$ cat config.mk
export PLATFORM = sky130hd
export DESIGN_NAME = vr_stim_source
export DESIGN_NICKNAME = d
export VERILOG_FILES = /design/src/rtl/vr_stim_pkg.sv /design/src/rtl/vr_stim_datagen.sv /design/src/rtl/vr_stim_source.sv
export SDC_FILE = /design/constraint.sdc
export NUM_CORES = 1
export LEC_CHECK = 0
export CELL_PAD_IN_SITES_DETAIL_PLACEMENT = 1
export CELL_PAD_IN_SITES_GLOBAL_PLACEMENT = 1
export CORE_UTILIZATION = 25
export CTS_CLUSTER_SIZE = 16
export DETAILED_ROUTE_END_ITERATION = 8
export PLACE_DENSITY_LB_ADDON = 0.1
export SYNTH_ARGS = -nofsm -noshare
export SYNTH_HDL_FRONTEND = slang
export SYNTH_SLANG_ARGS = --single-unit
$ cat constraint.sdc
create_clock -name clk -period 4.01 [get_ports clk]
set_clock_uncertainty 0.05 [all_clocks]
set_input_delay 0.6015 -clock clk [delete_from_list [all_inputs] [get_ports clk]]
set_output_delay 0.6015 -clock clk [all_outputs]
set_load 0.01 [all_outputs]
$ cat src/rtl/vr_stim_pkg.sv
// Shared types and constants for the valid/ready stimulus source.
// The generator step function lives here so the datagen stays a plain register.
package vr_stim_pkg;

  typedef enum logic [1:0] {
    ST_IDLE = 2'd0,
    ST_SEND = 2'd1,
    ST_GAP  = 2'd2,
    ST_DONE = 2'd3
  } state_t;

  typedef enum logic {
    MODE_INC  = 1'b0,
    MODE_LFSR = 1'b1
  } mode_t;

  localparam logic [31:0] LFSR_TAPS = 32'h8020_0003;

  // Right-shifting Galois LFSR: the bit shifted out selects the tap XOR.
  function automatic logic [31:0] gen_next(input mode_t mode, input logic [31:0] cur);
    if (mode == MODE_LFSR) begin
      return {1'b0, cur[31:1]} ^ (cur[0] ? LFSR_TAPS : 32'h0);
    end
    return cur + 32'd1;
  endfunction

endpackage

$ cat src/rtl/vr_stim_datagen.sv
// 32-bit data generator: reloads the seed on load, steps only on advance.
import vr_stim_pkg::*;

module vr_stim_datagen #(
  parameter logic [31:0] P_SEED = 32'h0000_0001
) (
  input  logic        clk,
  input  logic        rst_n,
  input  logic        load,
  input  logic        advance,
  input  mode_t       mode,
  output logic [31:0] state
);

  always_ff @(posedge clk or negedge rst_n) begin
    if (!rst_n) begin
      state <= P_SEED;
    end else if (load) begin
      state <= P_SEED;
    end else if (advance) begin
      state <= gen_next(mode, state);
    end
  end

endmodule

$ cat src/rtl/vr_stim_source.sv
// Valid/ready stimulus source: emits cfg_count words with cfg_gap idle cycles
// between them, plus a free-running throttled ready for a downstream sink.
import vr_stim_pkg::*;

module vr_stim_source #(
  parameter int          P_DWIDTH = 32,
  parameter logic [31:0] P_SEED   = 32'h0000_0001
) (
  input  logic                clk,
  input  logic                rst_n,
  input  logic                start,
  input  logic [15:0]         cfg_count,
  input  logic [3:0]          cfg_gap,
  input  logic                cfg_mode,
  input  logic [7:0]          cfg_rdy_pat,
  output logic                out_valid,
  input  logic                out_ready,
  output logic [P_DWIDTH-1:0] out_data,
  output logic                snk_ready,
  output logic                busy,
  output logic                done,
  output logic [15:0]         xfer_count,
  output state_t              dbg_state
);

  if (P_DWIDTH < 1 || P_DWIDTH > 32) begin : g_bad_dwidth
    $error("vr_stim_source: P_DWIDTH must be within 1..32");
  end
  if (P_SEED == 32'h0) begin : g_bad_seed
    $error("vr_stim_source: P_SEED must be non-zero");
  end

  // Handshake: a word transfers on every rising edge where out_valid && out_ready;
  // while out_valid is high it stays high and out_data holds until that edge.

  state_t      state;
  logic [15:0] count_q;
  logic [3:0]  gap_q;
  logic [3:0]  gap_cnt;
  mode_t       mode_q;
  logic [2:0]  rdy_idx;
  logic [31:0] gen_state;
  logic        fire;
  logic        load;

  assign fire      = out_valid & out_ready;
  assign load      = start & (state == ST_IDLE);
  assign out_data  = gen_state[P_DWIDTH-1:0];
  assign dbg_state = state;

  vr_stim_datagen #(
    .P_SEED (P_SEED)
  ) u_datagen (
    .clk     (clk),
    .rst_n   (rst_n),
    .load    (load),
    .advance (fire),
    .mode    (mode_q),
    .state   (gen_state)
  );

  always_ff @(posedge clk or negedge rst_n) begin
    if (!rst_n) begin
      state      <= ST_IDLE;
      out_valid  <= 1'b0;
      busy       <= 1'b0;
      done       <= 1'b0;
      xfer_count <= '0;
      count_q    <= '0;
      gap_q      <= '0;
      gap_cnt    <= '0;
      mode_q     <= MODE_INC;
    end else begin
      done <= 1'b0;
      unique case (state)
        ST_IDLE: begin
          if (start) begin
            count_q    <= cfg_count;
            gap_q      <= cfg_gap;
            mode_q     <= mode_t'(cfg_mode);
            xfer_count <= '0;
            busy       <= 1'b1;
            if (cfg_count != 16'd0) begin
              state     <= ST_SEND;
              out_valid <= 1'b1;
            end else begin
              state <= ST_DONE;
              done  <= 1'b1;
            end
          end
        end
        ST_SEND: begin
          if (fire) begin
            xfer_count <= xfer_count + 16'd1;
            if (xfer_count + 16'd1 == count_q) begin
              state     <= ST_DONE;
              out_valid <= 1'b0;
              done      <= 1'b1;
            end else if (gap_q != 4'd0) begin
              state     <= ST_GAP;
              out_valid <= 1'b0;
              gap_cnt   <= gap_q;
            end
          end
        end
        ST_GAP: begin
          // gap_cnt starts at cfg_gap, so valid stays low for exactly that many cycles
          if (gap_cnt == 4'd1) begin
            state     <= ST_SEND;
            out_valid <= 1'b1;
          end else begin
            gap_cnt <= gap_cnt - 4'd1;
          end
        end
        ST_DONE: begin
          state <= ST_IDLE;
          busy  <= 1'b0;
        end
        default: state <= ST_IDLE;
      endcase
    end
  end

  // Sink ready rotation runs regardless of the sequence FSM.
  always_ff @(posedge clk or negedge rst_n) begin
    if (!rst_n) begin
      rdy_idx <= 3'd0;
    end else begin
      rdy_idx <= rdy_idx + 3'd1;
    end
  end

  assign snk_ready = cfg_rdy_pat[rdy_idx];

endmodule

* Word level (Yosys, flattened, before mapping)
Cells that the tools add are included.
** Storage, ports and cells
- Register bits after elaboration :: 81
- Bits of input ports :: 33
- Word-level logic and storage cells :: 85
** Cells by class
- Magnitude comparators :: 1
- Reduce and logical (&&, ||, !) cells :: 14
- Bitwise gates (word level) :: 3
- $add $sub $neg :: 4
- Multiplexer cells :: 39
- Equal/unequal tests :: 13
** Operator list (number)
- 32-bit 2-to-1 mux :: 5
- 32-bit by 1-bit adder with 32-bit output, second input constant :: 1
- 16-bit 2-to-1 mux :: 2
- 16-bit one-hot mux with 2 select lines :: 1
- 31-bit by 32-bit XOR with 32-bit output :: 1
- 16-bit by 1-bit adder with 16-bit output, second input constant :: 1
- 16-bit == test :: 1
- 4-bit 2-to-1 mux :: 4
- 16-bit nonzero test :: 1
- 1-bit 2-to-1 mux :: 15
- 2-bit 2-to-1 mux :: 6
- 2-bit != test, second input constant :: 6
- 2-bit one-hot mux with 4 select lines :: 1
- 4-bit one-hot mux with 2 select lines :: 1
- 2-bit nonzero test :: 4
- 6-bit AND reduction :: 1
- 5-bit AND reduction :: 1
- 2-bit == test, second input constant :: 2
- 4-bit by 1-bit == test with 1-bit output, second input constant :: 1
- 3-bit by 4-bit < comparator with 1-bit output, second input constant :: 1
- 1-bit one-hot mux with 2 select lines :: 2
- 2-bit AND reduction :: 2
- 4-bit AND reduction :: 1
- 4-bit nonzero test :: 1
- other kinds (11) :: 12

* Depth between registers and ports, before layout
Gate-level depths: netlist (run 1).
- Depth after elaboration :: 6
- Mapped depth :: 9
- Depth with buffers taken out :: 8

* Cells and area by module
Synthesis (run 1) repeated with hierarchy kept, for this count alone.
** Second synthesis, totals
- Cells, all modules :: 601
- Area total of the unflattened synthesis :: 5406.4 um2
** By module, submodules not included
- vr_stim_source :: instances 1, area an instance 2950.3 um2, cells an instance 289
- vr_stim_datagen :: instances 1, area an instance 2456.1 um2, cells an instance 312

* Worst setup path before layout (run 1)
No wires, ideal clock.
- Kind :: flip-flop to flip-flop
- From :: register u_datagen.state[0]
- To :: register u_datagen.state[30]
- Clock period less this slack :: 2.440 ns
- Arrival :: 2.249 ns
- Stages on the path, launching flop included :: 10
- Slack :: 1.570 ns
- Path buffers :: 1
- Cell sequence :: dfstp_2 > ha_1 > and3_1 > and3_1 > clkbuf_1 > and4_1 > nand4_1 > or3_1 > o21ai_0 > a211oi_1
** Between the ends
- Longest elaborated chain between the ends :: 4
** RTL lines
- start, declared :: RTL line vr_stim_datagen.sv:12 : output logic [31:0] state
- start signal, assigned :: RTL line vr_stim_datagen.sv:21 : state <= gen_next(mode, state);
- 32-bit by 1-bit adder with 32-bit output :: RTL line vr_stim_pkg.sv:24 : return cur + 32'd1;
- 32-bit 2-to-1 mux :: RTL line vr_stim_pkg.sv:24
- 32-bit 2-to-1 mux :: RTL line vr_stim_datagen.sv:20 : end else if (advance) begin
- 32-bit 2-to-1 mux :: RTL line vr_stim_datagen.sv:18 : end else if (load) begin
No other way between the ends. The select of a mux whose other input is x is not followed.
A chain may end at the register's enable or synchronous reset.

* Worst setup path after layout (run 1)
- From :: input port cfg_rdy_pat[7]
- To :: output port snk_ready
** Between the ends
- Longest elaborated chain between the ends :: 2
** RTL lines
- start, declared :: RTL line vr_stim_source.sv:15 : input logic [7:0] cfg_rdy_pat,
- 1-bit binary-select mux with 3-bit select :: RTL line vr_stim_source.sv:133 : assign snk_ready = cfg_rdy_pat[rdy_idx];
- 1-bit 2-to-1 mux (implied by the code) :: RTL line vr_stim_source.sv:133
- end, declared :: RTL line vr_stim_source.sv:19 : output logic snk_ready,
No other way between the ends. The select of a mux whose other input is x is not followed.

==> results of run 1 <==
## cell usage after synthesis (all sizes together) (3+ instances only)
master / instances / area share (%)
dfrtp: 80 / 41
nor2: 67 / 5.1
o21ai: 57 / 5.8
nand2: 51 / 3.9
a21oi: 37 / 3.8
clkbuf: 30 / 2.3
mux2: 20 / 4.6
nand3: 17 / 1.9
xnor2: 17 / 3.0
nor4: 14 / 2.2
nand4: 11 / 1.5
o31ai: 11 / 1.7
a211oi: 10 / 1.5
a22oi: 10 / 1.5
inv: 10 / 0.76
nor3: 10 / 1.0
and2: 9 / 1.1
and3: 9 / 1.1
xor2: 8 / 1.4
a31oi: 6 / 0.76
nand2b: 6 / 0.76
a22o: 5 / 0.89
ha: 5 / 1.3
o22ai: 5 / 0.64
a21o: 4 / 0.61
mux2i: 4 / 0.82
o211ai: 4 / 0.61
o41ai: 4 / 0.71
and4: 3 / 0.54
buf: 3 / 0.25
nor3b: 3 / 0.46
or3: 3 / 0.38
or4: 3 / 0.46
## placed cells by master, fill, tap and decap left out, types with 3 or more instances in the layout
cell             synthesis  layout
nand2_1                 51      51
o21ai_0                 56      56
clkbuf_16                0       9
ha_1                     5       5
nor4_1                  12      12
mux2_2                  20      20
buf_4                    0      11
nand2b_1                 6       6
nor2_1                  67      67
a22o_1                   5       5
mux2i_1                  4       4
a21o_1                   4       4
xor2_1                   8       8
inv_1                   10      10
clkdlybuf4s50_1          0      85
or4_1                    3       3
nor3_1                  10      10
a31oi_1                  6       6
dfrtp_1                 80      79
clkinv_2                 0       4
xnor2_1                 17      17
o41ai_1                  4       4
o31ai_1                 11      11
and2_1                   9       9
a22oi_1                 10      10
a211oi_1                10      10
and4_1                   3       3
or3_1                    3       3
and3_1                   9       9
nand3_1                 15      15
nand4_1                 10      10
o22ai_1                  5       5
a21oi_1                 37      37
o211ai_1                 4       4
## worst paths after layout
kind | startpoint | endpoint | slack (ns) | cells after the start
worst max-delay path | cfg_rdy_pat[7] | snk_ready | 1.14 | 4
worst min-delay path | rst_n | done | 0.33 | 1
worst max register to register | u_datagen.state[0] | u_datagen.state[30] | 1.14 | 8
worst min register to register | rdy_idx[2] | rdy_idx[2] | 0.45 | 1
max in group asynchronous | rst_n | xfer_count[4] | 2.75 | 2
min in group clk | rdy_idx[2] | rdy_idx[2] | 0.45 | 1
## registers in the layout, indices dropped and copies added, names as in the netlist
register	flops
busy	1
count_q	16
dbg_state	2
done	1
gap_cnt	4
gap_q	4
mode_q	1
out_valid	1
rdy_idx	3
u_datagen.state	32
xfer_count	16
## layout make-up
type	count	area, µm²
multi-input cells	436	2730
flip-flops and latches	81	2030
well taps	260	325
repair buffers	96	933
clock buffers	10	239
inverters	10	37.5
fillers	2202	12600
clock inverters	6	57.6
## per-layer routing
layer  track usage, %  part of all wire (%)  wire length (µm)  vias to the layer above
met2             27.9                    47              7560                       59
met4             3.74                  0.81               131                        0
li1                 -                     -                 -                     2203
met1             22.6                    49              7950                     2301
met3             3.84                   3.2               520                       10
met5                0                     0                 0                        -
## power by group
group / internal [mW] / leakage [nW] / switching [mW] / total, mW
Combinational: 0.559 / 1.26 / 0.685 / 1.24
Sequential: 1.01 / 1.06 / 0.232 / 1.24
Clock: 0.496 / 0.148 / 0.364 / 0.860
Total: 2.06 / 2.47 / 1.28 / 3.34
## kinds of logic (layout without fill, tap and decap cells)
logic type                 count (synthesis)  in the layout
and+or+nand+nor                          212            212
AOI/OAI and AO/OA                        167            167
DFF                                       81             81
buffers and inverters                     43            122
xor gates and xnor gates                  26             26
muxes                                     26             26
adders and majority gates                  5              5
## stage by stage
step	hold WS (ns)	total power, mW	instance area [µm²]	setup slack, ns
6_report	0.327	3.34	6350	1.14
5_1_grt	0.400	3.58	6350	0.921
2_1_floorplan	0.256	2.01	4910	1.57
3_5_place_dp	0.440	2.51	6050	1.13
3_3_place_gp	0.425	2.48	6050	1.17
4_1_cts	0.352	3.41	6350	1.10
==> metrics.txt, run 1 <==
status completed; largest family of logic cells by synthesized area simple AND/OR/NAND/NOR gates; first-pass GRT wire length 26500 µm; maximum fanout along the worst path 1; DR WL/cell 18.0 µm; clk sinks 81; # diodes 0; CP max stage cell clkdlybuf4s50_1; CP Class input pin to output port; Clock Path Buffers 2; final slew viol count 0; fin cells 899; Synth cell types 58; Syn Inst Count 560; die height 142 µm; final hold vios 0; initial DRC count 157; Worst EP arrival 2.22 ns; CTS buffer count 9; maximum vdd drop 0.215 mV; routed wire length 16200 µm; Hold-fix buffers, CTS 0; Final Setup Violations 0; commonest register cell after synthesis dfrtp_1; LEAKAGE 2.47 nW; CP top delay family buffers and inverters; simple-gate share of the synthesized area 21.5%; period utilization 71.6%; Die X 142 µm; setup TNS 0 ns; Row Count 50; Seq cells post-synth 81; initial antenna violation count 0; Routed Antenna Nets 0; DRC Markers 0; CTS clk-pin slew, worst paths 0.07 ns; hpwl dp 11100 µm; CP required 3.36 ns; share of cells above drive strength 1 9.55%; Rel. slew slack 38.9%; fin crit period 2.87 ns; post-DR vias/cell 5.09; nets@finish 672; RSZ-0062 raised after global routing no; Clk Latency, worst-skew pair 0.35 ns; CP startpoint kind input pin; adder-cell area share of the yosys netlist 1.27%; CTS tree built; Die ar. 20200 µm²; First-pass DRT Iterations 6; worst-margin pin slew 0.916 ns; input/output buffers 86; Hold/Removal Path Class input pin to async pin; CORE AREA 19000 µm²; Synth Area in XOR/XNOR 4.92%; Critical Path Sink Type output port; vias 4573; Tot GR Track Use 17.0%; Placed Cells 883; Max Cap Viol 0; Post-Syn Area per Cell 8.77 µm²; power density over cell area 527 nW/µm²; Initial Util 25.9%; postcts setup bufs 0; yosys warns 0; syn_nets 598; crit-path max cell delay 0.48 ns; largest net degree at the start of global routing 65; FMAX 348 MHz; CTS resizes 0; Cell Chain, Critical Path clkdlybuf4s50_1, mux4_2, mux2_2, clkdlybuf4s50_1; CP bufs+invs 2; Synth Area in Compound Gates 21.4%; ys async rst share 100%; number of synthesized flops with an enable pin 0; Layout area overhead 29.2%; mux contribution to synthesized area 6.32%; io pins 87; total grt overflow 0; fin util 33.5%; CTS H-tree lvls 3; gpl congestion 0.778; register area share after synthesis 41.3%; Top cell by count, worst path clkdlybuf4s50_1; Root Buffer clkbuf_16; vias in the first global route 4820; synthesized area 4910 µm²
(Power assumes the default switching activity.)
==> run 2, diff against run 1 <==
==> constraint.sdc (replaced) <==
create_clock -name clk -period 2.5 [get_ports clk]
set_clock_uncertainty 0.05 [all_clocks]
set_input_delay 0.375 -clock clk [delete_from_list [all_inputs] [get_ports clk]]
set_output_delay 0.375 -clock clk [all_outputs]
set_load 0.01 [all_outputs]
==> metrics.txt, run 2 (synthesized netlist as in run 1, its figures left out) <==
number of flip-flops in the largest register 32; CTS H-tree lvls 3; # diodes 0; Post-DP Area 6430 µm²; Worst R2R Path Depth 8; DRC Markers 0; final slew viol count 0; Tot GR Track Use 17.6%; CORE AREA 19000 µm²; Layout area overhead 38.9%; period utilization 98.2%; DR WL/cell 17.9 µm; CP Class flop to output port; top flop regs u_datagen.state (32), count_q (16), xfer_count (16); Rel. slew slack 67.0%; Row Count 50; CP required 2.08 ns; Routed Antenna Nets 0; Final Power 5.44 mW; first-pass GRT wire length 27800 µm; Die ar. 20200 µm²; initial DRC count 173; Clk Latency, worst-skew pair 0.35 ns; FMAX 407 MHz; initial antenna violation count 0; Cell Chain, Critical Path mux4_2, mux2_2, clkdlybuf4s50_1; CTS buffer count 9; fin crit period 2.46 ns; Final Setup Violations 0; gpl congestion 0.791; maximum vdd drop 0.339 mV; CTS clk-pin slew, worst paths 0.06 ns; largest net degree at the start of global routing 47; CTS tree built; worst-margin pin slew 0.491 ns; First-pass DRT Iterations 4; total grt overflow 0; vias in the first global route 5208; Clock Path Buffers 2; largest register by flop count u_datagen.state; CP startpoint kind flop; WHS 0.449 ns; crit-path max cell delay 0.52 ns; Root Buffer clkbuf_16; Die X 142 µm; Worst EP arrival 2.03 ns; cell area after layout 6820 µm²; share of cells above drive strength 1 18.0%; LEAKAGE 2.74 nW; post-DR vias/cell 5.09; final hold vios 0; nets@finish 723; clk sinks 81; CP max stage cell mux4_2; RSZ-0062 raised after global routing yes; fin util 36.0%; maximum fanout along the worst path 4; Hold/Removal Path Class input pin to async pin; most frequent cells in the layout clkdlybuf4s50_1, dfrtp_1, nor2_1, buf_4, o21ai_0; Max Cap Viol 0; hpwl dp 11900 µm; status completed; power density over cell area 798 nW/µm²; die height 142 µm; Critical Path Sink Type output port; io pins 87; input/output buffers 86; commonest non-fill, non-tap cell in the layout clkdlybuf4s50_1; routed wire length 17000 µm; Initial Util 25.9%; vias 4836
[run 2: final cells by class]
type | instances | area [µm²]
Timing Repair Buffer | 147 | 1360
Inverter | 10 | 37.5
Multi-Input combinational cell | 436 | 2800
Clock buffer | 10 | 229
Tap cell | 260 | 325
Clock inverter | 6 | 35.0
Fill cell | 2196 | 12100
Sequential cell | 81 | 2030
[run 2: repair_timing]
item / in CTS / in global routing
hold buffers: 1 / 0
setup buffers: 1 / 4
endpoints found under the setup margin: 1 / 13
cloned: 0 / 0
hold endpoints to repair: 24 / 0
gates resized for setup: 0 / 18
pin swaps: 0 / 6
[run 2: path summary, 6_finish.rpt]
| check | startpoint | end | slack, ns |
|---|---|---|---|
| setup / recovery | rdy_idx[0] | snk_ready | 0.04 |
| hold / removal | rst_n | rdy_idx[2] | 0.45 |
| setup reg to reg | xfer_count[1] | gap_cnt[0] | 0.12 |
| hold reg to reg | rdy_idx[2] | rdy_idx[2] | 0.47 |
| max in group asynchronous | rst_n | xfer_count[13] | 1.36 |
| min in group clk | rdy_idx[2] | rdy_idx[2] | 0.47 |
[run 2: routing by layer]
layer	global-route usage [%]	vias to the layer above	share of wire, %
li1	-	2308	-
met1	23.1	2442	48
met2	29.5	73	48
met3	2.52	13	3.1
met4	6.11	0	1.3
met5	0	-	0
[run 2: where the power goes]
group          total (mW)  leakage, nW  switching [mW]  internal [mW]
clock                1.25        0.128           0.578          0.667
combinational        2.19         1.55            1.16           1.03
sequential           2.01         1.06           0.391           1.62
[run 2: critical path: cells and delay by family (launching register included)]
| family | cells | cell delay (ns) |
|---|---|---|
| buffers and inverters | 1 | 0.48 |
| multiplexers | 2 | 0.80 |
| flip-flops | 1 | 0.41 |
[run 2: metrics by stage]
step           setup slack [ns]  setup TNS (ns)  std cells
3_3_place_gp             0.0855               0        928
3_5_place_dp             0.0168               0        928
2_1_floorplan            0.0595               0        560
5_1_grt                -0.00911         -0.0163        950
6_report                 0.0442               0        950
4_1_cts                 0.00746               0        946
==> run 3, diff against run 2 <==
--- a/config.mk
+++ b/config.mk
@@ -5,12 +5,13 @@
 export SDC_FILE = /design/constraint.sdc
 export NUM_CORES = 1
 export LEC_CHECK = 0
-export CELL_PAD_IN_SITES_DETAIL_PLACEMENT = 1
+export CELL_PAD_IN_SITES_DETAIL_PLACEMENT = 0
 export CELL_PAD_IN_SITES_GLOBAL_PLACEMENT = 1
 export CORE_UTILIZATION = 25
 export CTS_CLUSTER_SIZE = 16
 export DETAILED_ROUTE_END_ITERATION = 8
 export PLACE_DENSITY_LB_ADDON = 0.1
+export SLEW_MARGIN = 20
 export SYNTH_ARGS = -nofsm -noshare
 export SYNTH_HDL_FRONTEND = slang
 export SYNTH_SLANG_ARGS = --single-unit
==> metrics.txt, run 3 (synthesized netlist as in run 1, its figures left out) <==
CTS buffer count 9; Root Buffer clkbuf_16; Final Setup Violations 0; commonest non-fill, non-tap cell in the layout clkdlybuf4s50_1; hpwl dp 11100 µm; die height 142 µm; fin crit period 2.38 ns; CP required 2.69 ns; initial antenna violation count 0; CP Class flop to flop; Routed Antenna Nets 0; most frequent cells in the layout clkdlybuf4s50_1, dfrtp_1, nor2_1, o21ai_0, buf_4; First-pass DRT Iterations 4; number of flip-flops in the largest register 32; share of cells above drive strength 1 17.0%; routed wire length 15700 µm; Layout area overhead 38.7%; Die ar. 20200 µm²; CTS tree built; largest net degree at the start of global routing 47; final slew viol count 0; CP startpoint kind flop; WHS 0.432 ns; gpl congestion 0.791; Row Count 50; Worst EP arrival 2.57 ns; maximum vdd drop 0.311 mV; status completed; CTS clk-pin slew, worst paths 0.06 ns; total grt overflow 0; crit-path max cell delay 0.41 ns; Rel. slew slack 67.8%; Initial Util 25.9%; final hold vios 0; Clock Path Buffers 2; DR WL/cell 16.6 µm; post-place setup slack 0.0318 ns; CORE AREA 19000 µm²; CP top delay family compound AO/OA/AOI/OAI gates; Hold/Removal Path Class flop to flop; Critical Path Sink Type flop; CP max stage cell dfrtp_2; post-DR vias/cell 4.95; largest register by flop count u_datagen.state; top flop regs u_datagen.state (32), count_q (16), xfer_count (16); nets@finish 721; vias 4696; DRC Markers 0; Clk Latency, worst-skew pair 0.35 ns; # diodes 0; CP Depth 8; input/output buffers 86; Cell Chain, Critical Path nand3_2, buf_4, nor4_4, xnor2_1, a32o_1, o2111a_2, or2_4, o311ai_2; Placed Cells 928; Die X 142 µm; clk sinks 81; fin worst setup slack 0.122 ns; maximum fanout along the worst path 7; power density over cell area 813 nW/µm²; vias in the first global route 4695; WHS Path Cells 1; FMAX 421 MHz; worst-margin pin slew 0.483 ns; period utilization 95.1%; fin cells 948; setup TNS 0 ns; LEAKAGE 2.74 nW; first-pass GRT wire length 25600 µm; Max Cap Viol 0; CTS H-tree lvls 3; Tot GR Track Use 16.5%; io pins 87; CP bufs+invs 1; initial DRC count 250; Worst R2R Path Depth 8
run 3: metal layers:
metal | share of wire (%) | track usage, % | vias up
li1 | - | - | 2310
met1 | 47 | 22.1 | 2299
met2 | 48 | 26.3 | 80
met3 | 4.1 | 4.37 | 7
met4 | 0.81 | 3.79 | 0
met5 | 0 | 0 | -
run 3: cell type report:
type	instances	area, µm²
Multi-Input combinational cell	436	2760
Fill cell	1953	12100
Clock inverter	2	35.0
Inverter	10	37.5
Timing Repair Buffer	145	1340
Clock buffer	14	274
Sequential cell	81	2030
Tap cell	260	325
run 3: per-stage QoR:
stage	total power [mW]	instance area, µm²	utilization [%]
after CTS	5.60	6750	35.6
final	5.54	6810	35.9
after global placement	4.11	6430	33.9
after global routing	5.94	6810	35.9
after detailed placement	4.13	6430	33.9
after floorplan	3.22	4910	-
run 3: path summary, 6_finish.rpt:
kind	start	end	slack (ns)
setup / recovery	xfer_count[1]	gap_cnt[0]	0.12
hold / removal	rdy_idx[2]	rdy_idx[2]	0.43
setup reg to reg	xfer_count[1]	gap_cnt[0]	0.12
hold reg to reg	rdy_idx[2]	rdy_idx[2]	0.43
max in group asynchronous	rst_n	count_q[11]	1.36
min in group asynchronous	rst_n	rdy_idx[1]	0.45
run 3: timing repair:
item                       in CTS  in global routing
resized for setup               0                 11
buffers inserted                1                  2
hold endpoints to repair       24                  0
setup endpoints to repair       1                  9
hold buffers                    1                  0
pin swaps                       0                  2
run 3: report_power, final:
part | total [mW] | internal (mW) | switching, mW
Sequential | 2.00 | 1.62 | 0.386
Clock | 1.43 | 0.857 | 0.569
Combinational | 2.11 | 1.01 | 1.09
Total | 5.54 | 3.49 | 2.05
